### config.mk
export PLATFORM = sky130hd
export DESIGN_NAME = mac_matrix_engine
export DESIGN_NICKNAME = d
export VERILOG_FILES = /design/src/rtl/mac_matrix_engine.sv
export SDC_FILE = /design/constraint.sdc
export NUM_CORES = 2
export LEC_CHECK = 0
export BUFFER_PORTS_ARGS = -buffer_cell sky130_fd_sc_hd__buf_4
export CORE_UTILIZATION = 50
export DETAILED_ROUTE_END_ITERATION = 16
export PLACE_DENSITY = 0.67
export SLEW_MARGIN = 10
export SYNTH_ARGS = -nofsm -noshare
export SYNTH_HDL_FRONTEND = slang
export SYNTH_SLANG_ARGS = --single-unit
### constraint.sdc
create_clock -name clk -period 11.5 [get_ports clk]
set_input_delay 0.575 -clock clk [delete_from_list [all_inputs] [get_ports clk]]
set_output_delay 0.575 -clock clk [all_outputs]
set_load 0.1 [all_outputs]
### src/rtl/mac_matrix_engine.sv
// Single-lane matrix engine: C = A x B^T streamed from input/weight SRAMs into the result SRAM.
// One element per pass: K address pairs, a product stage, an accumulate stage, then one write.
module mac_matrix_engine #(
  parameter int DATA_W = 32,
  parameter int ADDR_W = 12,
  parameter int DIM_W  = 16,
  parameter int ACC_W  = 64,
  parameter int RD_LAT = 1
) (
  input  logic              clk,
  input  logic              reset_n,
  input  logic              start,
  input  logic              abort,
  output logic              ready,
  output logic              done,
  output logic              error,
  input  logic              cfg_signed,
  input  logic              cfg_relu,
  input  logic              cfg_saturate,
  input  logic              override_dims,
  input  logic [DATA_W-1:0] override_in_dims,
  input  logic [DATA_W-1:0] override_wt_dims,
  input  logic [ADDR_W-1:0] in_base,
  input  logic [ADDR_W-1:0] wt_base,
  input  logic [ADDR_W-1:0] res_base,
  output logic [DIM_W-1:0]  in_rows,
  output logic [DIM_W-1:0]  in_cols,
  output logic [DIM_W-1:0]  wt_rows,
  output logic [DIM_W-1:0]  wt_cols,
  output logic [ADDR_W-1:0] in_rd_addr,
  output logic [ADDR_W-1:0] wt_rd_addr,
  input  logic [DATA_W-1:0] in_rd_data,
  input  logic [DATA_W-1:0] wt_rd_data,
  output logic              res_wr_en,
  output logic [ADDR_W-1:0] res_wr_addr,
  output logic [DATA_W-1:0] res_wr_data
);

  typedef enum logic [2:0] {
    S_IDLE, S_HDR_WAIT, S_CHECK, S_STREAM, S_DRAIN, S_WRITE, S_ERR, S_FIN
  } state_t;

  state_t state, state_nxt;

  logic [DIM_W-1:0]    cnt, i_idx, j_idx, stream_off;
  logic [ADDR_W-1:0]   a_row, b_row, b_row0, res_ptr;
  logic                signed_q, relu_q, saturate_q;
  logic [RD_LAT-1:0]   v_sr, f_sr;
  logic [2*DATA_W-1:0] a_ext, b_ext, prod_full, prod_q;
  logic                prod_v, prod_f;
  logic [ACC_W-1:0]    acc, prod_ext;
  logic                dims_bad, last_j, last_elem, issue, issue_first;

  assign dims_bad    = (in_cols != wt_cols) || (in_rows == '0) || (in_cols == '0) ||
                       (wt_rows == '0) || (wt_cols == '0);
  assign last_j      = (j_idx == wt_rows - DIM_W'(1));
  assign last_elem   = last_j && (i_idx == in_rows - DIM_W'(1));
  assign issue       = (state == S_STREAM);
  assign issue_first = issue && (cnt == in_cols);
  assign stream_off  = in_cols - cnt;

  always_comb begin
    state_nxt = state;
    case (state)
      S_IDLE:     if (start) state_nxt = S_HDR_WAIT;
      S_HDR_WAIT: if (cnt == DIM_W'(1)) state_nxt = S_CHECK;
      S_CHECK:    state_nxt = dims_bad ? S_ERR : S_STREAM;
      S_STREAM:   if (cnt == DIM_W'(1)) state_nxt = S_DRAIN;
      S_DRAIN:    if (cnt == DIM_W'(1)) state_nxt = S_WRITE;
      S_WRITE:    state_nxt = last_elem ? S_FIN : S_STREAM;
      S_ERR:      state_nxt = S_IDLE;
      S_FIN:      state_nxt = S_IDLE;
      default:    state_nxt = S_IDLE;
    endcase
    if (abort && (state != S_IDLE)) state_nxt = S_IDLE;
  end

  always_ff @(posedge clk or negedge reset_n) begin
    if (!reset_n) begin
      state      <= S_IDLE;
      cnt        <= '0;
      i_idx      <= '0;
      j_idx      <= '0;
      a_row      <= '0;
      b_row      <= '0;
      b_row0     <= '0;
      res_ptr    <= '0;
      signed_q   <= 1'b0;
      relu_q     <= 1'b0;
      saturate_q <= 1'b0;
      error      <= 1'b0;
      in_rows    <= '0;
      in_cols    <= '0;
      wt_rows    <= '0;
      wt_cols    <= '0;
    end else begin
      state <= state_nxt;
      case (state)
        S_IDLE: if (start) begin
          cnt        <= DIM_W'(RD_LAT);
          i_idx      <= '0;
          j_idx      <= '0;
          a_row      <= in_base + ADDR_W'(1);
          b_row      <= wt_base + ADDR_W'(1);
          b_row0     <= wt_base + ADDR_W'(1);
          res_ptr    <= res_base;
          signed_q   <= cfg_signed;
          relu_q     <= cfg_relu;
          saturate_q <= cfg_saturate;
          error      <= 1'b0;
        end
        S_HDR_WAIT: begin
          cnt <= cnt - DIM_W'(1);
          if (cnt == DIM_W'(1)) begin
            {in_rows, in_cols} <= override_dims ? override_in_dims[2*DIM_W-1:0]
                                                : in_rd_data[2*DIM_W-1:0];
            {wt_rows, wt_cols} <= override_dims ? override_wt_dims[2*DIM_W-1:0]
                                                : wt_rd_data[2*DIM_W-1:0];
          end
        end
        S_CHECK: begin
          cnt <= in_cols;
          if (dims_bad) error <= 1'b1;
        end
        S_STREAM: cnt <= (cnt == DIM_W'(1)) ? DIM_W'(RD_LAT + 2) : cnt - DIM_W'(1);
        S_DRAIN:  cnt <= cnt - DIM_W'(1);
        S_WRITE: begin
          cnt     <= in_cols;
          res_ptr <= res_ptr + ADDR_W'(1);
          if (last_j) begin
            j_idx <= '0;
            b_row <= b_row0;
            i_idx <= i_idx + DIM_W'(1);
            a_row <= a_row + ADDR_W'(in_cols);
          end else begin
            j_idx <= j_idx + DIM_W'(1);
            b_row <= b_row + ADDR_W'(in_cols);
          end
        end
        default: ;
      endcase
    end
  end

  // Products are formed at full width; extension follows the operand signedness.
  assign a_ext     = signed_q ? (2*DATA_W)'(signed'(in_rd_data)) : (2*DATA_W)'(in_rd_data);
  assign b_ext     = signed_q ? (2*DATA_W)'(signed'(wt_rd_data)) : (2*DATA_W)'(wt_rd_data);
  assign prod_full = a_ext * b_ext;
  assign prod_ext  = signed_q ? ACC_W'(signed'(prod_q)) : ACC_W'(prod_q);

  always_ff @(posedge clk or negedge reset_n) begin
    if (!reset_n) begin
      v_sr   <= '0;
      f_sr   <= '0;
      prod_q <= '0;
      prod_v <= 1'b0;
      prod_f <= 1'b0;
      acc    <= '0;
    end else begin
      v_sr   <= RD_LAT'({v_sr, issue});
      f_sr   <= RD_LAT'({f_sr, issue_first});
      prod_v <= v_sr[RD_LAT-1];
      prod_f <= f_sr[RD_LAT-1];
      if (v_sr[RD_LAT-1]) prod_q <= prod_full;
      if (prod_v) acc <= (prod_f ? '0 : acc) + prod_ext;
    end
  end

  always_comb begin
    res_wr_data = acc[DATA_W-1:0];
    if (relu_q && signed_q && acc[ACC_W-1]) begin
      res_wr_data = '0;
    end else if (saturate_q) begin
      if (signed_q) begin
        if (acc[ACC_W-1:DATA_W-1] != {(ACC_W-DATA_W+1){acc[ACC_W-1]}})
          res_wr_data = acc[ACC_W-1] ? {1'b1, {(DATA_W-1){1'b0}}} : {1'b0, {(DATA_W-1){1'b1}}};
      end else if (acc[ACC_W-1:DATA_W] != '0) begin
        res_wr_data = '1;
      end
    end
  end

  // Header address goes out combinationally in the start cycle so the latch lands at the end of HDR_WAIT.
  always_comb begin
    in_rd_addr = '0;
    wt_rd_addr = '0;
    case (state)
      S_IDLE: if (start) begin
        in_rd_addr = in_base;
        wt_rd_addr = wt_base;
      end
      S_HDR_WAIT: begin
        in_rd_addr = a_row - ADDR_W'(1);
        wt_rd_addr = b_row0 - ADDR_W'(1);
      end
      S_STREAM: begin
        in_rd_addr = a_row + ADDR_W'(stream_off);
        wt_rd_addr = b_row + ADDR_W'(stream_off);
      end
      default: ;
    endcase
  end

  assign ready       = (state == S_IDLE);
  assign done        = (state == S_FIN) || (state == S_ERR);
  assign res_wr_en   = (state == S_WRITE);
  assign res_wr_addr = res_ptr;

endmodule

Word level (Yosys, flattened, before mapping)
Index checks and enable logic that the tools add are counted.

Add/sub/neg operators: 16. Multiply operators: 1. Eq/ne operators: 20. Mux-type cells: 42. Reductions and logical operators: 30.

Operators by type and width (number): 2-to-1 mux 32 bit (8); 2-to-1 mux 64 bit (3); 2-to-1 mux 12 bit (7); 2-to-1 mux 16 bit (5); case mux 12 bit (2 select lines) (3); case mux 12 bit (3 select lines) (2); adder 64 bit (1); logical NOT 16 bit (4); multiplier 64 x 64 -> 64 bit (1); case mux 16 bit (2 select lines) (2); case mux 16 bit (4 select lines) (1); adder 12 bit (4); == test 16 bit (3); subtractor 16 x 1 -> 16 bit (second input constant) (3); adder 12 x 1 -> 12 bit (second input constant) (3); adder 16 x 1 -> 16 bit (second input constant) (2); inequality test 32 bit (1); nonzero test 32 bit (1); subtractor 12 x 1 -> 12 bit (second input constant) (2); 2-to-1 mux 3 bit (7); case mux 3 bit (7 select lines) (1); == test 16 x 1 -> 1 bit (second input constant) (1); inequality test 16 bit (1); == test 3 bit (second input constant) (4); 20 further kinds (39).

Register bits after elaboration: 299. Input port bits: 172. Output and inout bits: 136. Word-level logic and storage cells: 131.

Depth between registers and ports, before layout
Word-level depth: 8. Gate-level depth with buffers: 37. Mapped depth without buffers: 33.

Least setup slack after synthesis
OpenSTA, ideal clock, no wires.

Kind: input to register. From: input in_rd_data[31]. To: register prod_q[61], in the netlist prod_ext[61]. Library setup time: 0.125 ns. Arrival time: 9.409 ns. Data required time: 11.375 ns. Slack: 1.966 ns. Cell stages on the path: 29. Buffers on the path: 2. Cell sequence: and2_1 -> clkbuf_1 -> nand2_1 -> inv_1 -> fa_1 -> inv_1 -> fa_1 -> inv_1 -> fa_1 -> fa_1 -> fa_1 -> fa_1 -> fa_1 -> fa_1 -> fa_1 -> inv_1 -> fa_1 -> inv_1 -> ha_1 -> clkbuf_1 -> nand4_1 -> or3_1 -> or4_1 -> a21oi_1 -> o21ai_0 -> o21ai_0 -> a31oi_1 -> xnor2_1 -> mux2_2.

Word-level cells in the longest chain between the ends: 2.

RTL lines: from (decl) (line 32) `input logic [DATA_W-1:0] in_rd_data,`; 2-to-1 mux 64 bit (line 146) `assign a_ext = signed_q ? (2*DATA_W)'(signed'(in_rd_data)) : (2*DATA_W)'(in_rd_data);`; multiplier 64 x 64 -> 64 bit (line 148) `assign prod_full = a_ext * b_ext;`; to (signal assigned) (line 164) `if (v_sr[RD_LAT-1]) prod_q <= prod_full;`; to (decl) (line 49) `logic [2*DATA_W-1:0] a_ext, b_ext, prod_full, prod_q;`.

Every way passes these cells. A chain may end at the register's enable or synchronous reset.

Final worst setup path
From: register signed_q. To: register prod_q[61], in the netlist prod_ext[61].

Word-level cells in the longest chain between the ends: 2. Elaborated cells between the ends (all ways): 3. Those cells by class: mul (1); mux (2).

RTL lines: from (decl) (line 47) `logic signed_q, relu_q, saturate_q;`; from (signal assigned) (line 107) `signed_q <= cfg_signed;`; 2-to-1 mux 64 bit, on equally long branches (line 146, 147); multiplier 64 x 64 -> 64 bit (*) (line 148).

Mark *: on every way between the ends. The rest lies on a longest branch, timed or not.

==> results.ini <==
[status]
status = finished, violations left
violations = hold timing

[global_route]
gr-total-overflow = 0
grt_pass1_wl_um = 341900
grt.total_usage_pct = 32.09
antenna_found_initial = 10
grt_max_degree = 129
grt_pass1_vias = 57650

[die]
start_util_pct = 50.43
fp.dieArea_um2 = 140300
core-area_um2 = 137700
die-height_um = 374.6
fp-row-count = 136
io-pin-count = 308
fp.dieW_um = 374.6

[sta]
tightest_slew_ns = 1.297
setup_tns_ns = 0
slew_headroom_pct = 12.93
fin_hold_ws_ns = -0.01537
period_share_pct = 90.60
max_freq_mhz = 95.98
finalHoldViolations = 4
clock_skew_ns = 0.05489
grt_setup_unrepaired = no
setup_viol = 0
finalMaxSlewViolations = 0
post-route-min-period_ns = 10.42

[synth]
ys_warn_count = 0
synth-edff-count = 0
synth_seq_cells = 299
synth_area_um2 = 69420
ys.flop_type = dfrtp_1
synth_nets = 9597
synthCells = 7564
async_reset_ff_share_pct = 100.0
syn_area_per_cell_um2 = 9.178
yosysUniqueCellTypes = 84
yosysSeqAreaShare_pct = 10.78

[clock_tree]
cts_buffers = 41
cts_max_path_buffers = 3
holdBufCountCts = 0
cts_tree = built
clkLatencyLatePin_ns = 0.64
htree_levels = 2
cts.sinks = 299
path_clk_slew_ns = 0.07
cts_setup_buffers = 0
cts_root_buffer = clkbuf_16
cts_resized = 0

[finish]
fill_cells = 12570
seq_area_um2 = 7486
multiInputGateArea_um2 = 54520
drive_gt1_share_pct = 7.274
fin_nets = 9605
area_growth_pct = 6.903

[critical_path]
worstPathArrival_ns = 10.89
r2r-end = prod_ext[61]
slowest_stage = xnor2_1
timing.rr.start = signed_q
cp_max_fo = 26
crit_top_cell = fa_1
rrSetupSlack_ns = 1.08
crit_path_end_kind = flop
required_ns = 11.97
crit_type = flop to flop
crit_start = signed_q
rr_worst_depth = 28
worstSetupStartpointType = flop
slowest_delay_ns = 1.05

[route]
viasPerCell = 5.640
drtAntennaViolNets = 0
vias = 53020
first_iter_violations = 4034
drtPass1Iterations = 5
wl_um = 217900
avgRoutedWirePerCell_um = 23.18
drc = 0

[run]
drv_cap = 0

[min_path]
hold_path.class = input port to asynchronous set/reset pin

[place]
io_buffer_count = 307
gp_congestion = 0.9479
hpwl_um = 167600

-- how the worst max path moves through the flow --
stage              endpoint  depth (start not counted)
3_3_place_gp   prod_ext[61]                         31
4_1_cts        prod_ext[61]                         32
3_5_place_dp   prod_ext[61]                         29
2_1_floorplan  prod_ext[61]                         29
5_1_grt        prod_ext[61]                         32
6_report       prod_ext[61]                         28
-- cells in the final DEF (no fill, tap or decap), types with 8 or more instances in the layout --
cell type  count
mux2_2       112
and2_1       590
fa_1        1423
nor3_1        63
a31oi_1       38
nand4_1       60
a221o_1       18
nand2_1      808
o211ai_1      10
ha_1         438
and3_1        62
xnor2_1      226
a21oi_1      254
clkbuf_16     41
o31ai_1       11
clkbuf_1      11
o21bai_1      28
a221oi_1       9
o21a_1        14
dfrtp_1      296
or3_1         17
nand2b_1      32
nand3_1       59
a21boi_0      13
nor2_1       173
a211oi_1      14
a21o_1       104
mux2i_1       70
nor2b_1       81
buf_4        337
xor2_1       103
a31o_2        12
nor4_1        43
clkbuf_8       8
o21ai_0      264
o221ai_1      12
inv_1       1605
-- flip-flops by register name, indices dropped and copies added (netlist names), 3 cells and up --
register and cells:
i_idx 16, prod_ext 64, in_cols 16, res_wr_addr 12, acc 64, wt_cols 16
j_idx 16, wt_rows 16, state 3, in_rows 16, b_row 12, cnt 16
a_row 12, b_row0 12
-- synthesized netlist by cell type, types with 18 or more instances --
| master | number | area, um2 |
|---|---|---|
| and3_1 | 62 | 387.9 |
| dfrtp_1 | 299 | 7482 |
| ha_1 | 438 | 5480 |
| a221o_1 | 18 | 180.2 |
| a31oi_1 | 38 | 237.7 |
| nand2_1 | 809 | 3037 |
| nand4_1 | 60 | 375.4 |
| and2_1 | 591 | 3697 |
| nor3_1 | 63 | 315.3 |
| o21bai_1 | 28 | 210.2 |
| a21oi_1 | 254 | 1271 |
| nand3_1 | 59 | 295.3 |
| nor2_1 | 175 | 656.9 |
| xor2_1 | 103 | 902.1 |
| inv_1 | 1605 | 6025 |
| nor2b_1 | 81 | 506.7 |
| a21o_1 | 104 | 780.8 |
| mux2i_1 | 70 | 700.7 |
| o21ai_0 | 264 | 1321 |
| nor4_1 | 43 | 269.0 |
| xnor2_1 | 226 | 1979 |
| fa_1 | 1423 | 28490 |
| nand2b_1 | 32 | 200.2 |
| mux2_2 | 112 | 1261 |
| clkbuf_1 | 352 | 1321 |
-- critical path, delay by kind of cell, from the launching register on --
kind | cells | cell delay, ns
compound gates | 4 | 0.82
fa+ha+maj | 10 | 4.71
mux | 1 | 0.27
simple gates | 5 | 1.86
xor+xnor | 2 | 1.20
buf+inv | 6 | 1.00
flops | 1 | 0.37
-- per-stage QoR --
| step | hold slack (ns) | utilization (%) | area (um2) | worst slack (ns) | cells |
|---|---|---|---|---|---|
| after detailed placement | 0.3474 | 52.90 | 72820 | 0.8953 | 9323 |
| after global placement | 0.3343 | 52.90 | 72820 | 1.057 | 9323 |
| after global routing | 0.002028 | 53.91 | 74210 | 0.5401 | 9397 |
| final | -0.01537 | 53.91 | 74210 | 1.081 | 9400 |
| after floorplan | 0.2794 | - | 69420 | 1.966 | 7564 |
| after CTS | 0.01742 | 53.90 | 74200 | 1.250 | 9396 |
-- routing by layer --
layer,share of wire [%],GRT usage [%]
met1,39,39.64
met2,48,53.45
met3,7.4,5.668
met4,6.3,17.48
met5,0.021,0
-- cells by family (layout without fill, tap and decap cells) --
logic type	count (synthesis)	in the layout	synth area share, %
simple gates	2038	2038	14.76
compound gates	873	873	7.777
flops	299	299	10.78
mux	182	182	2.826
buf+inv	1978	2016	10.72
xor+xnor	329	329	4.151
fa+ha+maj	1865	1865	48.99
other cells	0	4	0
-- final cells by class --
type / count / share of cell area, %
well taps: 1794 / 3.025
diodes: 4 / 0.01349
flip-flops and latches: 299 / 10.09
inverters: 1605 / 8.118
clock buffers: 60 / 1.586
repair buffers: 338 / 3.429
clock inverters: 13 / 0.2799
multi-input cells: 5287 / 73.46
Power is left out: the tool's default activity adds up to more than one toggle a clock period on the data nets, which glitch-free logic cannot reach.
